===== config.mk =====
export PLATFORM = sky130hd
export DESIGN_NAME = key_debounce
export DESIGN_NICKNAME = d
export VERILOG_FILES = /design/src/rtl/key_debounce.sv
export SDC_FILE = /design/constraint.sdc
export NUM_CORES = 1
export LEC_CHECK = 0
export BUFFER_PORTS_ARGS = -buffer_cell sky130_fd_sc_hd__buf_4
export CAP_MARGIN = 15
export CORE_MARGIN = 2
export CORE_UTILIZATION = 55
export DETAILED_ROUTE_END_ITERATION = 8
export PLACE_DENSITY = 0.83
export SETUP_SLACK_MARGIN = 0.15
export SLEW_MARGIN = 25
export SYNTH_ARGS = -nofsm -noshare
export SYNTH_HDL_FRONTEND = slang
export SYNTH_SLANG_ARGS = --single-unit

===== constraint.sdc =====
create_clock -name clk -period 3.6 [get_ports clk]
set_input_delay 0.54 -clock clk [delete_from_list [all_inputs] [get_ports clk]]
set_output_delay 0.54 -clock clk [all_outputs]
set_load 0.05 [all_outputs]

===== src/rtl/key_debounce.sv =====
// key_debounce: per-key 2-flop synchronizer, stable-count debouncer and
// press / release / long-press pulse generator. Channels are independent.
module key_debounce #(
   parameter int unsigned NUM_KEYS        = 3,
   parameter logic [31:0] DEBOUNCE_CYCLES = 32'd500000,
   parameter logic [31:0] HOLD_CYCLES     = 32'd50000000
) (
   input  logic                clk,
   input  logic                reset,
   input  logic [NUM_KEYS-1:0] key_n,
   output logic [NUM_KEYS-1:0] key_level,
   output logic [NUM_KEYS-1:0] key_press,
   output logic [NUM_KEYS-1:0] key_release,
   output logic [NUM_KEYS-1:0] key_long
);

   typedef enum logic [1:0] {
      ST_RELEASED = 2'd0,
      ST_PRESSED  = 2'd1,
      ST_HELD     = 2'd2
   } state_t;

   for (genvar i = 0; i < NUM_KEYS; i++) begin : g_key
      logic        sync1;
      logic        sync2;
      state_t      state_q;
      state_t      state_d;
      logic [31:0] db_cnt_q;
      logic [31:0] db_cnt_d;
      logic [31:0] hold_cnt_q;
      logic [31:0] hold_cnt_d;
      logic [31:0] db_next;
      logic [31:0] hold_next;
      logic        press_q;
      logic        press_d;
      logic        release_q;
      logic        release_d;
      logic        long_q;
      logic        long_d;
      logic        level;

      // State register: synchronizer, FSM state, counters and registered pulses
      always_ff @(posedge clk) begin
         if (reset) begin
            sync1      <= 1'b1;
            sync2      <= 1'b1;
            state_q    <= ST_RELEASED;
            db_cnt_q   <= '0;
            hold_cnt_q <= '0;
            press_q    <= 1'b0;
            release_q  <= 1'b0;
            long_q     <= 1'b0;
         end else begin
            sync1      <= key_n[i];
            sync2      <= sync1;
            state_q    <= state_d;
            db_cnt_q   <= db_cnt_d;
            hold_cnt_q <= hold_cnt_d;
            press_q    <= press_d;
            release_q  <= release_d;
            long_q     <= long_d;
         end
      end

      // Next-state logic: debounce toward the opposite level, age the press
      always_comb begin
         state_d    = state_q;
         db_cnt_d   = db_cnt_q;
         hold_cnt_d = hold_cnt_q;
         press_d    = 1'b0;
         release_d  = 1'b0;
         long_d     = 1'b0;
         db_next    = db_cnt_q + 32'd1;
         hold_next  = hold_cnt_q + 32'd1;

         case (state_q)
            ST_RELEASED: begin
               if (!sync2) begin
                  if (db_next == DEBOUNCE_CYCLES) begin
                     state_d    = ST_PRESSED;
                     press_d    = 1'b1;
                     db_cnt_d   = '0;
                     hold_cnt_d = '0;
                  end else begin
                     db_cnt_d = db_next;
                  end
               end else begin
                  db_cnt_d = '0;
               end
            end

            ST_PRESSED, ST_HELD: begin
               if (state_q == ST_PRESSED) begin
                  if (hold_next == HOLD_CYCLES) begin
                     state_d = ST_HELD;
                     long_d  = 1'b1;
                  end else begin
                     hold_cnt_d = hold_next;
                  end
               end
               // Release is evaluated last so it overrides a coincident hold expiry.
               if (sync2) begin
                  if (db_next == DEBOUNCE_CYCLES) begin
                     state_d    = ST_RELEASED;
                     release_d  = 1'b1;
                     long_d     = 1'b0;
                     db_cnt_d   = '0;
                     hold_cnt_d = '0;
                  end else begin
                     db_cnt_d = db_next;
                  end
               end else begin
                  db_cnt_d = '0;
               end
            end

            default: begin
               state_d    = ST_RELEASED;
               db_cnt_d   = '0;
               hold_cnt_d = '0;
            end
         endcase
      end

      // Output logic: debounced level follows the FSM state
      always_comb begin
         level = (state_q != ST_RELEASED);
      end

      assign key_level[i]   = level;
      assign key_press[i]   = press_q;
      assign key_release[i] = release_q;
      assign key_long[i]    = long_q;
   end

endmodule


==> results.md, run 1 <==
- Clock Skew: 0.0138 ns
- Dpl hpwl: 22.0 mm
- FMAX: 296 MHz
- Synth Register Bits: 213
- Area growth syn-to-layout: 15.3%
- Cts bufs inserted: 24
- Worst Path Buf+Inv: 2
- Metal2 WL: 15.9 mm
- # hold bufs at CTS: 0
- Synth Area in Adders: 1.43%
- Hold Crit Depth: 2
- Worst path slowest cell: or4_4
- Worst path max stage delay: 0.67 ns
- Most used DFF post-synth: dfxtp_1
- Distinct cells, synth: 78
- Core Area: 0.0234 mm^2
- Synth top area cells: dfxtp_1, xnor2_1, nor2_1
- Data required, critical path: 4.05 ns
- Antenna diodes: 0
- H-tree depth reported by CTS: 1
- Routed length on met1: 14.4 mm
- Netlist Area Pre-Place: 0.0131 mm^2
- Status: finished clean
- Crit-path leading delay family: simple AND/OR/NAND/NOR gates
- CP startpoint kind: flop
- Vias/cell: 6.18
- Setup tns final: 0 ns
- Comb pwr share: 1.4%
- Top layer in use: met4
- Sw Ratio: 21.1%
- Total GRT Usage: 24.9%
- Crit end category: flop
- Crit-path cells: ha_2, nand4_1, or4_4, nor4_4, mux2i_2, buf_4, nor4_4, a31oi_2, o221ai_4, clkbuf_16, a21oi_1
- Initial antenna violation count: 0
- Routed Antenna Nets: 0
- CTS Root Cell: clkbuf_16
- Routability congestion estimate from global placement: 0.947
- DR vias: 12.6k
- Synth Area in Simple Gates: 36.0%
- Top-count cell post-synth: dfxtp_1
- Clk buf depth: 3
- Post-synth top area cell: dfxtp_1
- Power per Cell Area: 321 mW/mm^2
- Largest family of logic cells by synthesized area: simple AND/OR/NAND/NOR gates
- Gate Count Post-Synth: 1686
- Part of the power in registers: 48.7%
- Cell internal pwr: 3.83 mW
- First-pass GRT wire length: 53.2 mm
- Met3 WL: 1.96 mm
- TritonRoute pass-1 iters: 7
- XOR/XNOR Fraction of Synth Area: 11.5%
- Worst Path Max Fanout: 16
- Max-cap violations: 0
- WL final: 33.0 mm
- Net Count, Synth: 1706
- Worst vdd rail ir drop: 0.000353 V
- Mux cell area share after synthesis: 1.17%
- Share of cells above drive strength 1: 15.1%
- # DRC: 0
- Worst relative slew slack: 56.1%
- Wire per inst: 16.2 um
- Initial cell density of the core: 56.0%
- Switch Pwr: 1.02 mW
- # setup viols final: 0
- # IOs: 17
- Largest net degree at the start of global routing: 33
- Clock transition at the registers of the reported paths: 0.06 ns
- Kind of critical path: flop to flop
- Fin crit period: 3.38 ns
- Reg2reg path depth: 11
- Clk Latency, worst-skew pair: 0.52 ns
- Die area: 0.0251 mm^2
- Chip width: 158 um
- CP dominant cell by count: nor4_4
- CTS sink count: 213
- Synth top area share: 32.6%
- Sequential-to-total area share from yosys stat: 32.6%
- Number of I/O port buffers: 16
- Fin nets: 1724
- Clk pwr share: 49.9%
- RSZ-0062 raised after global routing: yes
- Crit share post-route: 93.8%
- Post-Syn Area per Cell: 7.77 um^2
- Detailed Route Iter0 Violations: 990
- Die height: 158 um
- CTS tree: done
- Synth cell count leaders: dfxtp_1, nor2_1, xnor2_1
- Power, Total: 4.85 mW
- P_leak: 4.73 nW
- GR Overflow Total: 0
- Post-synth ARST share: 0%
- Compound-cell area share of the yosys netlist: 12.1%
- Vias in the first global route: 11.6k
- Cell row count: 56
- Final Hold Viols: 0
- Yosys warns: 0
- Critical Path AT: 3.83 ns
- Hold Path Class: input pin to flop
- Post-synth EDFFs: 0
- Slew Limit Fails: 0
- Worst slew pin tran: 0.655 ns
- Critical path depth: 11
[routing by layer]
layer	GRT usage, %	up-vias
met5	0	-
met4	7.08	0
met3	3.27	64
met2	43.4	415
met1	32.4	5998
li1	-	6141
[metrics by stage]
| stage | utilization, % | cell area, um^2 | instances | worst slack (ns) | hold slack [ns] |
|---|---|---|---|---|---|
| finish | 64.5 | 15100 | 2041 | 0.225 | 0.197 |
| global route | 64.5 | 15100 | 2041 | 0.0303 | 0.185 |
| CTS | 62.3 | 14600 | 2024 | 0.153 | 0.181 |
| detailed placement | 58.7 | 13700 | 1980 | 0.0728 | 0.393 |
| global placement | 58.7 | 13700 | 1980 | 0.204 | 0.394 |
| floorplan | - | 13100 | 1686 | 0.191 | 0.389 |
[cell usage in the layout (no fill, tap or decap), types with 12 or more instances in the layout]
cell type	Yosys	routed
nand3_1	96	90
dfxtp_2	0	19
or4_1	28	23
o21ai_0	50	50
nand2_1	107	107
buf_4	12	97
nor3_1	74	68
nor4_1	58	48
ha_1	15	13
dfxtp_1	213	192
and3_1	45	43
clkbuf_16	0	28
mux2i_1	13	12
a21oi_1	74	73
nor3b_1	16	14
and4_1	29	25
o31ai_1	22	21
or2_2	13	12
xnor2_1	123	123
inv_1	43	43
nand4_1	64	64
xor2_1	49	48
nand2b_1	12	12
and2_1	18	17
nor2_1	204	203
or3_1	48	47
[worst paths after layout]
check	start	to	slack, ns
max	g_key[2].db_cnt_q[0]$_SDFF_PP0_	g_key[2].hold_cnt_q[1]$_SDFFE_PP0P_	0.22
max reg2reg	g_key[2].db_cnt_q[0]$_SDFF_PP0_	g_key[2].hold_cnt_q[1]$_SDFFE_PP0P_	0.22
min reg2reg	g_key[2].sync1$_SDFF_PP1_	g_key[2].sync2$_SDFF_PP1_	0.41
min	key_n[1]	g_key[1].sync1$_SDFF_PP1_	0.20
[area by class of cell]
| class | count | area [um^2] |
|---|---|---|
| fill | 1939 | 8300 |
| clock buffer | 37 | 721 |
| sequential | 213 | 4300 |
| clock inverter | 7 | 60.1 |
| multi-input combinational | 1313 | 8530 |
| inverter | 44 | 165 |
| timing repair buffer | 108 | 928 |
| tap | 319 | 399 |
[power by group through the flow]
stage / registers, mW / logic, mW / clock network, mW
after CTS: 2.36 / 0.0554 / 2.47
after floorplan: 2.42 / 0.0331 / 0
after global placement: 2.42 / 0.0540 / 0
final: 2.36 / 0.0701 / 2.42
after global routing: 2.36 / 0.0743 / 2.56
after detailed placement: 2.42 / 0.0551 / 0
[cells by family after synthesis]
| group | count (synthesis) |
|---|---|
| fa+ha+maj | 15 |
| xor+xnor | 172 |
| compound gates | 243 |
| mux | 15 |
| buf+inv | 161 |
| simple gates | 867 |
| flops | 213 |
[worst register-to-register path: stages (launching register included)]
cell	delay, ns
dfxtp_2	0.39
ha_2	0.21
nand4_1	0.20
or4_4	0.67
nor4_4	0.40
mux2i_2	0.36
buf_4	0.18
nor4_4	0.05
a31oi_2	0.31
o221ai_4	0.18
clkbuf_16	0.23
a21oi_1	0.13
[flip-flops by register name (all words and copies together), names as in the netlist]
| name | flops |
|---|---|
| g_key.db_cnt_q | 96 |
| g_key.sync2 | 3 |
| g_key.press_q | 3 |
| g_key.sync1 | 3 |
| g_key.release_q | 3 |
| g_key.long_q | 3 |
| g_key.hold_cnt_q | 96 |
| g_key.state_q | 6 |
[what timing repair did]
item | 4_1_cts | 5_1_grt
setup buffers | 0 | 12
pin swaps | 0 | 13
resized for setup | 8 | 88
endpoints found under the setup margin | 42 | 128
gates cloned | 0 | 5
Power figures use the tool's default switching activity.
==> run 2, diff against run 1 <==
Settings changed: GPL_TIMING_DRIVEN set to 0.
==> run 2 against run 1 <==
Against the previous run: first-iteration DRC count is 11% higher; routed wire length grew 14%; sequential share of layout area shrank 2.0 points; via count is 7.4% higher; final cell count is 4.5% higher; critical path depth is 1 higher; largest cell class unchanged.
==> results.md, run 2 (synthesized netlist as in run 1, its figures left out) <==
- Status: finished clean
- Met3 WL: 2.51 mm (+28%)
- Commonest non-fill, non-tap cell in the layout: nor2_1
- Clock transition at the registers of the reported paths: 0.06 ns (about the same)
- Number of I/O port buffers: 16 (unchanged)
- DR vias: 13.6k (+7.4%)
- Core Area: 0.0234 mm^2 (unchanged)
- Routed length on met1: 15.3 mm (+6.6%)
- Detailed Route Iter0 Violations: 1100 (+11%)
- Clk buf depth: 3 (unchanged)
- Wire per inst: 17.7 um (+9.5%)
- Dpl ws: -0.852 ns (-0.924 ns)
- Fin nets: 1816 (+5.3%)
- Worst relative slew slack: 51.2% (-4.9 points)
- # DRC: 0 (unchanged)
- Fin crit period: 3.52 ns (+0.146 ns)
- Area growth syn-to-layout: 24.5%
- Metal2 WL: 18.2 mm (+14%)
- Clock Skew: 0.0186 ns (+0.00479 ns)
- Critical Path AT: 3.93 ns (+0.10 ns)
- Largest net degree at the start of global routing: 14 (-58%)
- Crit share post-route: 97.8% (+4.1 points)
- Share of cells above drive strength 1: 22.3% (+7.2 points)
- Flop2flop setup slack: 0.08 ns (-0.15 ns)
- Setup tns final: 0 ns (unchanged)
- Worst slew pin tran: 0.727 ns (+0.0724 ns)
- Antenna diodes: 0 (unchanged)
- Worst path slowest cell: or4b_4
- CTS Root Cell: clkbuf_16
- Dpl hpwl: 23.3 mm (+6.0%)
- Most frequent cells in the layout: nor2_1, dfxtp_1, xnor2_1
- Final Hold Viols: 0 (unchanged)
- First-pass GRT wire length: 57.4 mm (+8.0%)
- Worst hold slack: 0.217 ns (+0.0196 ns)
- Cts bufs inserted: 24 (unchanged)
- Chip width: 158 um (unchanged)
- Top layer in use: met4
- TritonRoute pass-1 iters: 6 (-1)
- RSZ-0062 raised after global routing: yes
- Power per Cell Area: 318 mW/mm^2 (-0.92%)
- Total GRT Usage: 27.3% (+2.4 points)
- FMAX: 284 MHz (-4.2%)
- GR Overflow Total: 0 (unchanged)
- Max-cap violations: 0 (unchanged)
- Initial antenna violation count: 0 (unchanged)
- Largest regs: g_key.db_cnt_q: 96 flops, g_key.hold_cnt_q: 96 flops, g_key.state_q: 6 flops
- CTS tree: done
- Routed Antenna Nets: 0 (unchanged)
- Clk Latency, worst-skew pair: 0.53 ns (about the same)
- Vias in the first global route: 12.2k (+5.3%)
- Die area: 0.0251 mm^2 (unchanged)
- # IOs: 17 (unchanged)
- Worst path max stage delay: 0.53 ns (-0.14 ns)
- P_leak: 5.32 nW (+13%)
- PnR worst setup slack: 0.0788 ns (-0.146 ns)
- WL final: 37.8 mm (+14%)
- Slew Limit Fails: 0 (unchanged)
- Worst vdd rail ir drop: 0.000636 V (+80%)
- Initial cell density of the core: 56.0% (unchanged)
- Crit-path cells: or4_4, or4b_4, a21oi_2, nand4_1, nor3b_2, o2111ai_4, or4_4, buf_8, o221ai_4, buf_6, buf_8, a21oi_1
- Crit end category: flop
- Worst Path Max Fanout: 5 (-11)
- Routability congestion estimate from global placement: 0.948 (+0.16%)
- H-tree depth reported by CTS: 1 (unchanged)
- Die height: 158 um (unchanged)
- CTS sink count: 213 (unchanged)
- Vias/cell: 6.35 (+2.8%)
- Kind of critical path: flop to flop
- Data required, critical path: 4.01 ns (-0.04 ns)
- Cell row count: 56 (unchanged)
- # setup viols final: 0 (unchanged)
- CP startpoint kind: flop
- Hold Path Class: input pin to flop
## run 2: changes by cell type in the layout (fill, tap and decap cells not counted), moves of 13 or more
| cell | previous run | this run |
|---|---|---|
| clkbuf_2 | 0 | 37 |
| a21oi_1 | 73 | 50 |
| a21oi_2 | 1 | 23 |
| clkbuf_1 | 7 | 29 |
| nor4_1 | 48 | 35 |
## run 2: what timing repair did
| item | 4_1_cts | 5_1_grt |
|---|---|---|
| resized for setup | 145 | 215 |
| pin swaps | 31 | 35 |
| buffers inserted | 38 | 24 |
| hold buffers | 0 | 0 |
| cloned | 4 | 2 |
| endpoints found under the setup margin | 195 | 186 |
## run 2: critical path, delay by kind of cell, from the launching register on
family	cells	cell delay, ns
AO/OA/AOI/OAI	4	0.56
buffers and inverters	3	0.44
flip-flops	1	0.37
AND/OR/NAND/NOR	5	2.02
## run 2: final timing paths
check | start | cells after the start | end
setup / recovery | g_key[1].db_cnt_q[6]$_SDFF_PP0_ | 12 | g_key[1].hold_cnt_q[24]$_SDFFE_PP0P_
hold / removal | key_n[1] | 2 | g_key[1].sync1$_SDFF_PP1_
setup reg to reg | g_key[1].db_cnt_q[6]$_SDFF_PP0_ | 12 | g_key[1].hold_cnt_q[24]$_SDFFE_PP0P_
hold reg to reg | g_key[2].sync1$_SDFF_PP1_ | 1 | g_key[2].sync2$_SDFF_PP1_
## run 2: report_power, final
group / switching [mW] / internal [mW]
Clock: 0.996 / 1.76
Combinational: 0.0521 / 0.0281
Sequential: 0.00428 / 2.36
## run 2: routing by layer
metal	vias to the layer above	track usage, %
met5	-	0
met1	6397	34.7
met4	0	11.8
met2	638	46.6
met3	173	3.57
li1	6344	-
## run 2: stage by stage
stage	instances	utilization [%]	instance area [um^2]	power [mW]
2_1_floorplan	1686	-	13100	2.45
3_3_place_gp	2021	58.2	13600	2.47
3_5_place_dp	2021	58.2	13600	2.47
4_1_cts	2107	65.9	15400	5.22
5_1_grt	2133	69.7	16300	5.33
6_report	2133	69.7	16300	5.19
## run 2: cell type report
cell class                 instances  area (um^2)
multi-input combinational       1312         9080
tap                              319          399
timing repair buffer              84          701
inverter                          44          165
fill                            1800         7090
buffer                           117          757
clock inverter                     9          183
sequential                       213         4310
clock buffer                      35          723
